===== src/rtl/uart_pkg.sv =====
// Shared UART definitions: receiver state encoding, frame width and the
// baud divider computation reused by the transmitter. UART_PARITY_EN adds the PARITY state.
package uart_pkg;

  localparam int DATA_BITS = 8;

`ifdef UART_PARITY_EN
  typedef enum logic [2:0] {
    ST_IDLE,
    ST_START,
    ST_DATA,
    ST_PARITY,
    ST_STOP
  } rx_state_t;
`else
  typedef enum logic [2:0] {
    ST_IDLE,
    ST_START,
    ST_DATA,
    ST_STOP
  } rx_state_t;
`endif

  // Rounded clocks-per-tick; never below 1 so the tick always exists.
  function automatic int uart_div(input int clk_hz, input int baud, input int oversample);
    int denom;
    int div;
    denom = baud * oversample;
    div   = (clk_hz + denom / 2) / denom;
    return (div < 1) ? 1 : div;
  endfunction

endpackage


===== src/rtl/uart_baud_tick.sv =====
// Oversampling tick generator: one-cycle pulse every DIV clocks, restartable
// through a synchronous clear so sampling phase aligns to the start edge.
module uart_baud_tick #(
  parameter int DIV = 10
) (
  input  logic clk,
  input  logic reset,
  input  logic clear,
  output logic tick
);

  localparam int CW = (DIV > 1) ? $clog2(DIV) : 1;
  localparam logic [CW-1:0] LAST = CW'(DIV - 1);

  logic [CW-1:0] cnt;

  always_ff @(posedge clk) begin
    if (reset || clear) begin
      cnt <= '0;
    end else if (cnt == LAST) begin
      cnt <= '0;
    end else begin
      cnt <= cnt + 1'b1;
    end
  end

  assign tick = (cnt == LAST) && !clear;

endmodule


===== src/rtl/uart_rx.sv =====
// 8N1 UART receiver with a one-entry holding buffer and framing/overrun
// reporting. Defining UART_PARITY_EN adds a parity bit, PARITY_ODD and io_parity_err.
module uart_rx
  import uart_pkg::*;
#(
  parameter int CLK_FREQ_HZ = 100_000_000,
  parameter int BAUD_RATE   = 115200,
  parameter int OVERSAMPLE  = 16
`ifdef UART_PARITY_EN
  ,
  parameter bit PARITY_ODD  = 1'b0
`endif
) (
  input  logic                 clock,
  input  logic                 reset,
  input  logic                 io_rx,
  output logic [DATA_BITS-1:0] io_data,
  output logic                 io_valid,
  input  logic                 io_ready,
  output logic                 io_frame_err,
  output logic                 io_overrun
`ifdef UART_PARITY_EN
  ,
  output logic                 io_parity_err
`endif
);

  localparam int DIV  = uart_div(CLK_FREQ_HZ, BAUD_RATE, OVERSAMPLE);
  localparam int OS_W = $clog2(OVERSAMPLE);
  localparam logic [OS_W-1:0] OS_LAST   = OS_W'(OVERSAMPLE - 1);
  localparam logic [OS_W-1:0] HALF_LAST = OS_W'(OVERSAMPLE / 2 - 1);
  localparam logic [2:0]      BIT_LAST  = 3'(DATA_BITS - 1);

  logic rx_meta, rx_sync, rx_prev;
  logic tick, div_clear;

  rx_state_t state, state_nxt;
  logic [OS_W-1:0]      os_cnt, os_cnt_nxt;
  logic [2:0]           bit_idx, bit_idx_nxt;
  logic [DATA_BITS-1:0] shift_q, shift_nxt;
  logic                 byte_done, frame_bad;
`ifdef UART_PARITY_EN
  logic                 par_q, par_nxt, parity_bad;
`endif

  uart_baud_tick #(.DIV(DIV)) u_tick (
    .clk   (clock),
    .reset (reset),
    .clear (div_clear),
    .tick  (tick)
  );

  always_comb begin
    state_nxt   = state;
    os_cnt_nxt  = os_cnt;
    bit_idx_nxt = bit_idx;
    shift_nxt   = shift_q;
    byte_done   = 1'b0;
    frame_bad   = 1'b0;
    div_clear   = 1'b0;
`ifdef UART_PARITY_EN
    par_nxt     = par_q;
    parity_bad  = 1'b0;
`endif
    case (state)
      ST_IDLE: begin
        // Divider held cleared so START counts from the detected edge.
        div_clear   = 1'b1;
        os_cnt_nxt  = '0;
        bit_idx_nxt = '0;
        if (rx_prev && !rx_sync) state_nxt = ST_START;
      end
      ST_START: begin
        if (tick) begin
          if (os_cnt == HALF_LAST) begin
            os_cnt_nxt = '0;
            state_nxt  = rx_sync ? ST_IDLE : ST_DATA;
          end else begin
            os_cnt_nxt = os_cnt + 1'b1;
          end
        end
      end
      ST_DATA: begin
        if (tick) begin
          if (os_cnt == OS_LAST) begin
            os_cnt_nxt  = '0;
            shift_nxt   = {rx_sync, shift_q[DATA_BITS-1:1]};
            bit_idx_nxt = bit_idx + 1'b1;
            if (bit_idx == BIT_LAST) begin
`ifdef UART_PARITY_EN
              state_nxt = ST_PARITY;
`else
              state_nxt = ST_STOP;
`endif
            end
          end else begin
            os_cnt_nxt = os_cnt + 1'b1;
          end
        end
      end
`ifdef UART_PARITY_EN
      ST_PARITY: begin
        if (tick) begin
          if (os_cnt == OS_LAST) begin
            os_cnt_nxt = '0;
            par_nxt    = rx_sync;
            state_nxt  = ST_STOP;
          end else begin
            os_cnt_nxt = os_cnt + 1'b1;
          end
        end
      end
`endif
      ST_STOP: begin
        if (tick) begin
          if (os_cnt == OS_LAST) begin
            // Back to IDLE at mid-stop-bit to leave resync margin.
            os_cnt_nxt = '0;
            state_nxt  = ST_IDLE;
            frame_bad  = !rx_sync;
`ifdef UART_PARITY_EN
            parity_bad = (par_q != ((^shift_q) ^ PARITY_ODD));
            byte_done  = rx_sync && !parity_bad;
`else
            byte_done  = rx_sync;
`endif
          end else begin
            os_cnt_nxt = os_cnt + 1'b1;
          end
        end
      end
      default: state_nxt = ST_IDLE;
    endcase
  end

  always_ff @(posedge clock) begin
    if (reset) begin
      rx_meta      <= 1'b1;
      rx_sync      <= 1'b1;
      rx_prev      <= 1'b1;
      state        <= ST_IDLE;
      os_cnt       <= '0;
      bit_idx      <= '0;
      shift_q      <= '0;
      io_data      <= '0;
      io_valid     <= 1'b0;
      io_frame_err <= 1'b0;
      io_overrun   <= 1'b0;
`ifdef UART_PARITY_EN
      par_q         <= 1'b0;
      io_parity_err <= 1'b0;
`endif
    end else begin
      rx_meta      <= io_rx;
      rx_sync      <= rx_meta;
      rx_prev      <= rx_sync;
      state        <= state_nxt;
      os_cnt       <= os_cnt_nxt;
      bit_idx      <= bit_idx_nxt;
      shift_q      <= shift_nxt;
      io_frame_err <= frame_bad;
      io_overrun   <= 1'b0;
`ifdef UART_PARITY_EN
      par_q         <= par_nxt;
      io_parity_err <= parity_bad;
`endif
      // A same-cycle pop frees the slot, so the new byte replaces it.
      if (byte_done) begin
        if (!io_valid || io_ready) begin
          io_data  <= shift_q;
          io_valid <= 1'b1;
        end else begin
          io_overrun <= 1'b1;
        end
      end else if (io_valid && io_ready) begin
        io_valid <= 1'b0;
      end
    end
  end

endmodule


===== config.mk =====
export PLATFORM = sky130hd
export DESIGN_NAME = uart_rx
export DESIGN_NICKNAME = d
export VERILOG_FILES = /design/src/rtl/uart_pkg.sv /design/src/rtl/uart_baud_tick.sv /design/src/rtl/uart_rx.sv
export SDC_FILE = /design/constraint.sdc
export NUM_CORES = 1
export LEC_CHECK = 0
export ABC_CLOCK_PERIOD_IN_PS = 2400
export CAP_MARGIN = 20
export CORE_UTILIZATION = 30
export CTS_CLUSTER_DIAMETER = 30
export DETAILED_ROUTE_END_ITERATION = 6
export DONT_BUFFER_PORTS = 1
export PLACE_DENSITY_LB_ADDON = 0.12
export SETUP_SLACK_MARGIN = 0.05
export SLEW_MARGIN = 15
export SYNTH_ARGS = -nofsm -noshare
export SYNTH_HDL_FRONTEND = slang
export SYNTH_SLANG_ARGS = --single-unit

===== constraint.sdc =====
create_clock -name clock -period 2.4 [get_ports clock]
set_input_delay 0.48 -clock clock [delete_from_list [all_inputs] [get_ports clock]]
set_output_delay 0.48 -clock clock [all_outputs]
set_load 0.05 [all_outputs]

==> results of run 1 <==
logic make-up after synthesis:
logic type / after synthesis / share of synthesized area (%)
AOI/OAI and AO/OA: 40 / 14.8
adders and majority gates: 5 / 3.98
and+or+nand+nor: 73 / 26.3
muxes: 1 / 0.636
DFF: 37 / 47.1
buffers and inverters: 11 / 3.82
xor gates and xnor gates: 6 / 3.34
per-stage QoR:
stage | std cells | hold WS (ns)
after floorplan | 173 | 0.389
after global placement | 233 | 0.397
after detailed placement | 233 | 0.398
after CTS | 239 | 0.249
after global routing | 239 | 0.244
final | 239 | 0.264
area by class of cell:
type	count	area share (%)
multi-input combinational	125	45.6
sequential	37	43.8
tap	67	4.95
clock buffer	5	4.07
timing repair buffer	2	0.887
inverter	2	0.443
clock inverter	1	0.296
cell usage in the layout, fill, tap and decap left out, drive strengths merged, types with 3 or more instances in the layout:
master,synthesis,layout
a21oi,21,21
nand2b,3,3
nand4,3,3
clkbuf,4,5
nor2,12,12
ha,5,5
or2,5,5
nand3,14,14
dfxtp,37,37
o21ai,11,11
xnor2,4,4
nand2,24,24
routing by layer:
| metal | up-vias | track usage [%] | routed length [um] |
|---|---|---|---|
| met1 | 556 | 16.4 | 1500 |
| li1 | 607 | - | - |
| met3 | 6 | 4.61 | 149 |
| met4 | 0 | 5.66 | 48 |
| met2 | 26 | 17.5 | 1330 |
| met5 | - | 0 | 0 |
report_power, final:
| group | internal [mW] | total (mW) | switching, mW |
|---|---|---|---|
| Sequential | 0.617 | 0.622 | 0.00421 |
| Clock | 0.191 | 0.386 | 0.195 |
| Combinational | 0.00628 | 0.0130 | 0.00668 |
| Total | 0.814 | 1.02 | 0.206 |
state kept, by name, indices dropped and copies added, names as in the netlist:
name / cells
state: 2
u_tick.cnt: 6
io_data: 8
io_valid: 1
os_cnt: 4
rx_meta: 1
rx_prev: 1
shift_q: 8
io_overrun: 1
io_frame_err: 1
rx_sync: 1
bit_idx: 3
worst max path at each step:
stage | start | to | slack (ns)
after floorplan | os_cnt[0]$_SDFFE_PP0P_ | io_data[4]$_SDFFE_PP0P_ | 0.69
after global routing | os_cnt[0]$_SDFFE_PP0P_ | io_data[6]$_SDFFE_PP0P_ | 0.41
final | os_cnt[0]$_SDFFE_PP0P_ | io_data[2]$_SDFFE_PP0P_ | 0.57
after CTS | os_cnt[0]$_SDFFE_PP0P_ | io_data[6]$_SDFFE_PP0P_ | 0.58
after detailed placement | os_cnt[0]$_SDFFE_PP0P_ | io_data[6]$_SDFFE_PP0P_ | 0.60
after global placement | os_cnt[0]$_SDFFE_PP0P_ | io_data[3]$_SDFFE_PP0P_ | 0.63
==> summary.md, run 1 <==
| Metric | Value |
|---|---|
| Max Transition Viols Final | `0` |
| Status | `complete, no violations` |
| Wire per inst | `around 13 um` |
| DRT iter0 DRCs | `between 100 and 150` |
| Worst R2R Start | `os_cnt[0]$_SDFFE_PP0P_` |
| PostCTS Resize Cnt | `0` |
| Dominant synthesized flop cell | `dfxtp_1` |
| Crit-path cells | `ha_1 -> nand4_4 -> or4_4 -> o21ai_1 -> a21oi_1` |
| CP Capture Type | `register` |
| Slowest-stage cell, CP | `or4_4` |
| First-pass GRT wire length | `5.11 mm` |
| Yosys top cell by area | `dfxtp_1` |
| Worst hold start | `reset` |
| Fin Clk Skew | `~0.013 ns` |
| H-tree depth | `2` |
| Max_slew headroom | `between 60% and 70%` |
| Num CTS Buffers | `5` |
| Ys async rst share | `0%` |
| Drt first pass iters | `4` |
| Postcts setup bufs | `0` |
| Bufs and invs on worst path | `0` |
| Root Driver | `clkbuf_8` |
| CTS Sinks | `37` |
| Area Growth Syn to Fin | `7.64%` |
| RSZ-0062 raised after global routing | `false` |
| R2R cell count | `5` |
| Count of state elements after synthesis | `37` |
| Slew @ Worst Pin | `about 0.59 ns` |
| # fillers | `530` |
| Initial antenna violation count | `0` |
| Total Power | `1.02 mW` |
| # port buffers | `0` |
| Post-place instance area | `around 1600 um^2` |
| Rows | `25` |
| Antenna cells | `0` |
| Post-synth top area share | `a little under half` |
| Hold Crit Depth | `1` |
| FF/Latch Area | `~740 um^2` |
| CP startpoint kind | `register` |
| Remaining DRCs | `0` |
| Worst setup margin | `0.565 ns` |
| Worst R2R Setup Slack | `0.57 ns` |
| CTS tree | `built` |
| Synth top cells by count | `dfxtp_1 (37), nand2_1 (24), a21oi_1 (21)` |
| Syn avg cell area | `between 9 and 10 um^2` |
| Most frequent cell after synthesis | `dfxtp_1` |
| Design area | `1690 um^2` |
| WL final | `3.03 mm` |
| Critical Path Max Stage Delay | `0.59 ns` |
| Area of the die | `5540 um^2` |
| Pwr Density | `between 600 and 700 nW/um^2` |
| Die span in y | `74.4 um` |
| Final setup viols | `0` |
| Fmax | `about 550 MHz` |
| Ys Warns | `0` |
| CTS clock-pin slew for the worst setup and hold paths | `roughly 0.070 ns` |
| Clock Path Buffers | `2` |
| Critical path class | `reg2reg` |
| Final hold viol count | `0` |
| DR vias | `between 1,000 and 1,500` |
| Vias in the first global route | `1,124` |
| Largest net degree at the start of global routing | `29` |
| Post-CTS Hold Buffers | `0` |
| Final Core Density | `between 30% and 40%` |
| Post-Route Setup TNS | `0 ns` |
| Final Wtd Congestion | `approximately 0.73` |
| Io pins | `15` |
| P_leak | `~0.57 nW` |
| Vias per cell | `roughly 5` |
| Grt ovf | `0` |
| Core box area | `4880 um^2` |
| Die X | `~74 um` |
| Total of max-cap violations | `0` |
| Worst VDD drop | `~270 uV` |
| WP depth | `5` |
| Fin crit period | `1.83 ns` |
| CP Max Fanout | `9` |
| Share of layout cells above drive strength 1 | `12.8%` |
| Nets | `roughly 180` |
| Clock latency on the worst-skew pair | `~0.28 ns` |
| Worst Hold Class | `in2reg` |
| Number of flops mapped to enable cells by yosys | `0` |
| Critical path's top delay family | `simple AND/OR/NAND/NOR gates` |
| Antenna Nets Post-Route | `0` |
| Synthesized net count | `approximately 180` |
| Initial core utilization | `around a third` |
| Final HPWL DP | `between 2 and 2.5 mm` |
| Sequential share of the synthesized area | `about 47%` |
| CP arrival | `roughly 2 ns` |
| Total Routing Usage GR | `about an eighth` |
| Gate count of the mapped netlist | `173` |
| Netlist cell types | `35` |
| Worst Setup Slack post-DPL | `between 0.5 and 0.6 ns` |
| Multi-input gate area | `772 um^2` |
| Final period util | `around 76%` |
| Hold Path End | `state[1]$_SDFFE_PP0P_` |
| Worst Path Required | `2.56 ns` |
| Synth area leaders | `dfxtp_1 (47%), a21oi_1 (6.7%), nand2_1 (5.7%)` |
| Worst reg2reg endpoint | `io_data[2]$_SDFFE_PP0P_` |
| Cell area after synthesis | `~1600 um^2` |
Power figures use the tool's default switching activity.
==> run 2, diff against run 1 <==
- ABC_CLOCK_PERIOD_IN_PS: 2400 -> 1510
- clock period: 2.4 -> 1.51 ns (I/O delays scaled with it)
==> run 2 against run 1 <==
Against the previous run: the flow now finishes with violations (negative setup slack); design area increased by 26%; critical path type unchanged; via count increased by 13%; sequential power increased by 58%; clock power increased by 130%; hold slack got worse by 0.19 ns; clock skew decreased by 0.0033 ns; highest routed layer unchanged; total power increased by 89%; global-route usage increased by 1.9 points; sequential cell count unchanged; core utilization increased by 8.9 points; sequential share of layout area decreased by 8.8 points; combinational power increased to 3.3 times the previous value.
==> summary.md, run 2 (same netlist as run 1, synthesis figures left out) <==
| Metric | Value |
|---|---|
| DR vias | `roughly 1,300` |
| Remaining DRCs | `0` |
| Initial antenna violation count | `0` |
| Final hold viol count | `0` |
| Clock latency on the worst-skew pair | `0.29 ns` |
| Wire per inst | `13.4 um` |
| First-pass GRT wire length | `5.91 mm` |
| RSZ-0062 raised after global routing | `true` |
| Worst R2R Setup Slack | `-0.07 ns` |
| Io pins | `15` |
| Comb pwr share | `about 2.2%` |
| # port buffers | `0` |
| Pwr Density | `about 910 nW/um^2` |
| Final setup viols | `19` |
| Critical path class | `reg2reg` |
| Max Transition Viols Final | `0` |
| Reg power frac | `between 50 and 60%` |
| Max_slew headroom | `58.6%` |
| Worst R2R Start | `os_cnt[1]$_SDFFE_PP0P_` |
| Clock Path Buffers | `2` |
| Critical Path Max Stage Delay | `approximately 0.63 ns` |
| Worst reg2reg endpoint | `shift_q[6]$_SDFFE_PP0P_` |
| Nets | `between 200 and 250` |
| Area of the die | `5540 um^2` |
| Fin crit period | `about 1.6 ns` |
| Area Growth Syn to Fin | `35.4%` |
| Die X | `~74 um` |
| Worst Path Required | `between 1.5 and 2 ns` |
| Slowest-stage cell, CP | `or4_4` |
| Vias per cell | `roughly 4.9` |
| NetSw | `0.389 mW` |
| Biggest registers after layout | `io_data (8), shift_q (8), u_tick.cnt (6)` |
| P_leak | `~0.76 nW` |
| Post-CTS Hold Buffers | `0` |
| H-tree depth | `2` |
| Initial core utilization | `between 30% and 40%` |
| Sw Ratio | `20.2%` |
| Antenna Nets Post-Route | `0` |
| Worst setup margin | `-0.0679 ns` |
| Worst Setup Slack post-DPL | `-0.0425 ns` |
| WL final | `3.65 mm` |
| Slew @ Worst Pin | `0.619 ns` |
| CP startpoint kind | `register` |
| CP Capture Type | `register` |
| Hold Path End | `shift_q[6]$_SDFFE_PP0P_` |
| Worst Hold Class | `in2reg` |
| Failing checks | `negative setup slack` |
| Most common cell after layout, fill and taps aside | `dfxtp_1` |
| Largest net degree at the start of global routing | `29` |
| Critical path's top delay family | `simple AND/OR/NAND/NOR gates` |
| Total Power | `1.93 mW` |
| Fmax | `roughly 630 MHz` |
| Core box area | `about 4900 um^2` |
| CTS tree | `built` |
| Final Core Density | `43.6%` |
| Total of max-cap violations | `0` |
| Total Routing Usage GR | `between 10% and 20%` |
| Final period util | `104%` |
| DRT iter0 DRCs | `73` |
| Rows | `25` |
| Status | `complete, but fails checks` |
| Hold Crit Depth | `1` |
| Int Power | `~1.5 mW` |
| Worst hold start | `reset` |
| Vias in the first global route | `1,259` |
| Crit-path cells | `ha_4 -> nand4_4 -> or4_4 -> nand2_1 -> a21oi_2` |
| Root Driver | `clkbuf_8` |
| Clock share of power | `a little under half` |
| CP arrival | `around 1.8 ns` |
| CP Max Fanout | `12` |
| Bufs and invs on worst path | `0` |
| R2R cell count | `5` |
| Worst VDD drop | `400 uV` |
| Commonest non-fill, non-tap cells in the layout | `dfxtp_1 (34), buf_4 (27), nand2_1 (23)` |
| CTS Sinks | `37` |
| Die span in y | `roughly 74 um` |
| Num CTS Buffers | `5` |
| Final Wtd Congestion | `just under 0.8` |
| Share of layout cells above drive strength 1 | `between 30% and 40%` |
| Drt first pass iters | `4` |
| Fin Clk Skew | `~0.0097 ns` |
| CTS clock-pin slew for the worst setup and hold paths | `0.08 ns` |
| Antenna cells | `0` |
| Final HPWL DP | `roughly 2.5 mm` |
| Grt ovf | `0` |
==> run 2: metrics by stage <==
step	area (um^2)	setup TNS [ns]	instances	hold WS [ns]
2_1_floorplan	1610	-1.14	173	0.389
6_report	2130	-0.649	273	0.0767
5_1_grt	2130	-2.12	273	0.0565
4_1_cts	2020	-0.481	269	0.0653
3_3_place_gp	1850	-0.138	260	0.376
3_5_place_dp	1850	-0.298	260	0.377
==> run 2: layout make-up <==
class / count / area [um^2]
flip-flops and latches: 37 / 744
well taps: 67 / 83.8
multi-input cells: 126 / 903
clock inverters: 2 / 37.5
clock buffers: 6 / 82.6
fillers: 500 / 2750
repair buffers: 33 / 270
inverters: 2 / 7.51
==> run 2: power groups by stage <==
stage	clock network, mW	logic (mW)	registers, mW
final	0.902	0.0433	0.985
after global routing	0.979	0.0473	0.985
after CTS	0.919	0.0394	0.984
after detailed placement	0	0.0373	1.01
after global placement	0	0.0368	1.01
after floorplan	0	0.0316	1.01
==> run 2: worst max-delay path by stage <==
| stage | startpoint | endpoint | cells after the start |
|---|---|---|---|
| finish | os_cnt[1]$_SDFFE_PP0P_ | shift_q[6]$_SDFFE_PP0P_ | 5 |
| global placement | os_cnt[1]$_SDFFE_PP0P_ | io_data[5]$_SDFFE_PP0P_ | 5 |
| floorplan | os_cnt[0]$_SDFFE_PP0P_ | io_data[4]$_SDFFE_PP0P_ | 6 |
| global route | os_cnt[1]$_SDFFE_PP0P_ | shift_q[6]$_SDFFE_PP0P_ | 5 |
| detailed placement | u_tick.cnt[1]$_SDFF_PP0_ | io_data[5]$_SDFFE_PP0P_ | 6 |
| CTS | os_cnt[1]$_SDFFE_PP0P_ | io_data[5]$_SDFFE_PP0P_ | 5 |
==> run 2: per-layer routing <==
metal	GRT usage [%]	wire length (um)
met1	18.9	1790
met2	21.5	1700
met3	4.34	103
met4	5.66	52
met5	0	0
==> run 2: repair_timing <==
action | CTS | global route
resized for setup | 10 | 18
hold endpoints to repair | 0 | 0
endpoints found under the setup margin | 28 | 28
buffers inserted | 0 | 3
pin swaps | 1 | 10
cloned | 1 | 1
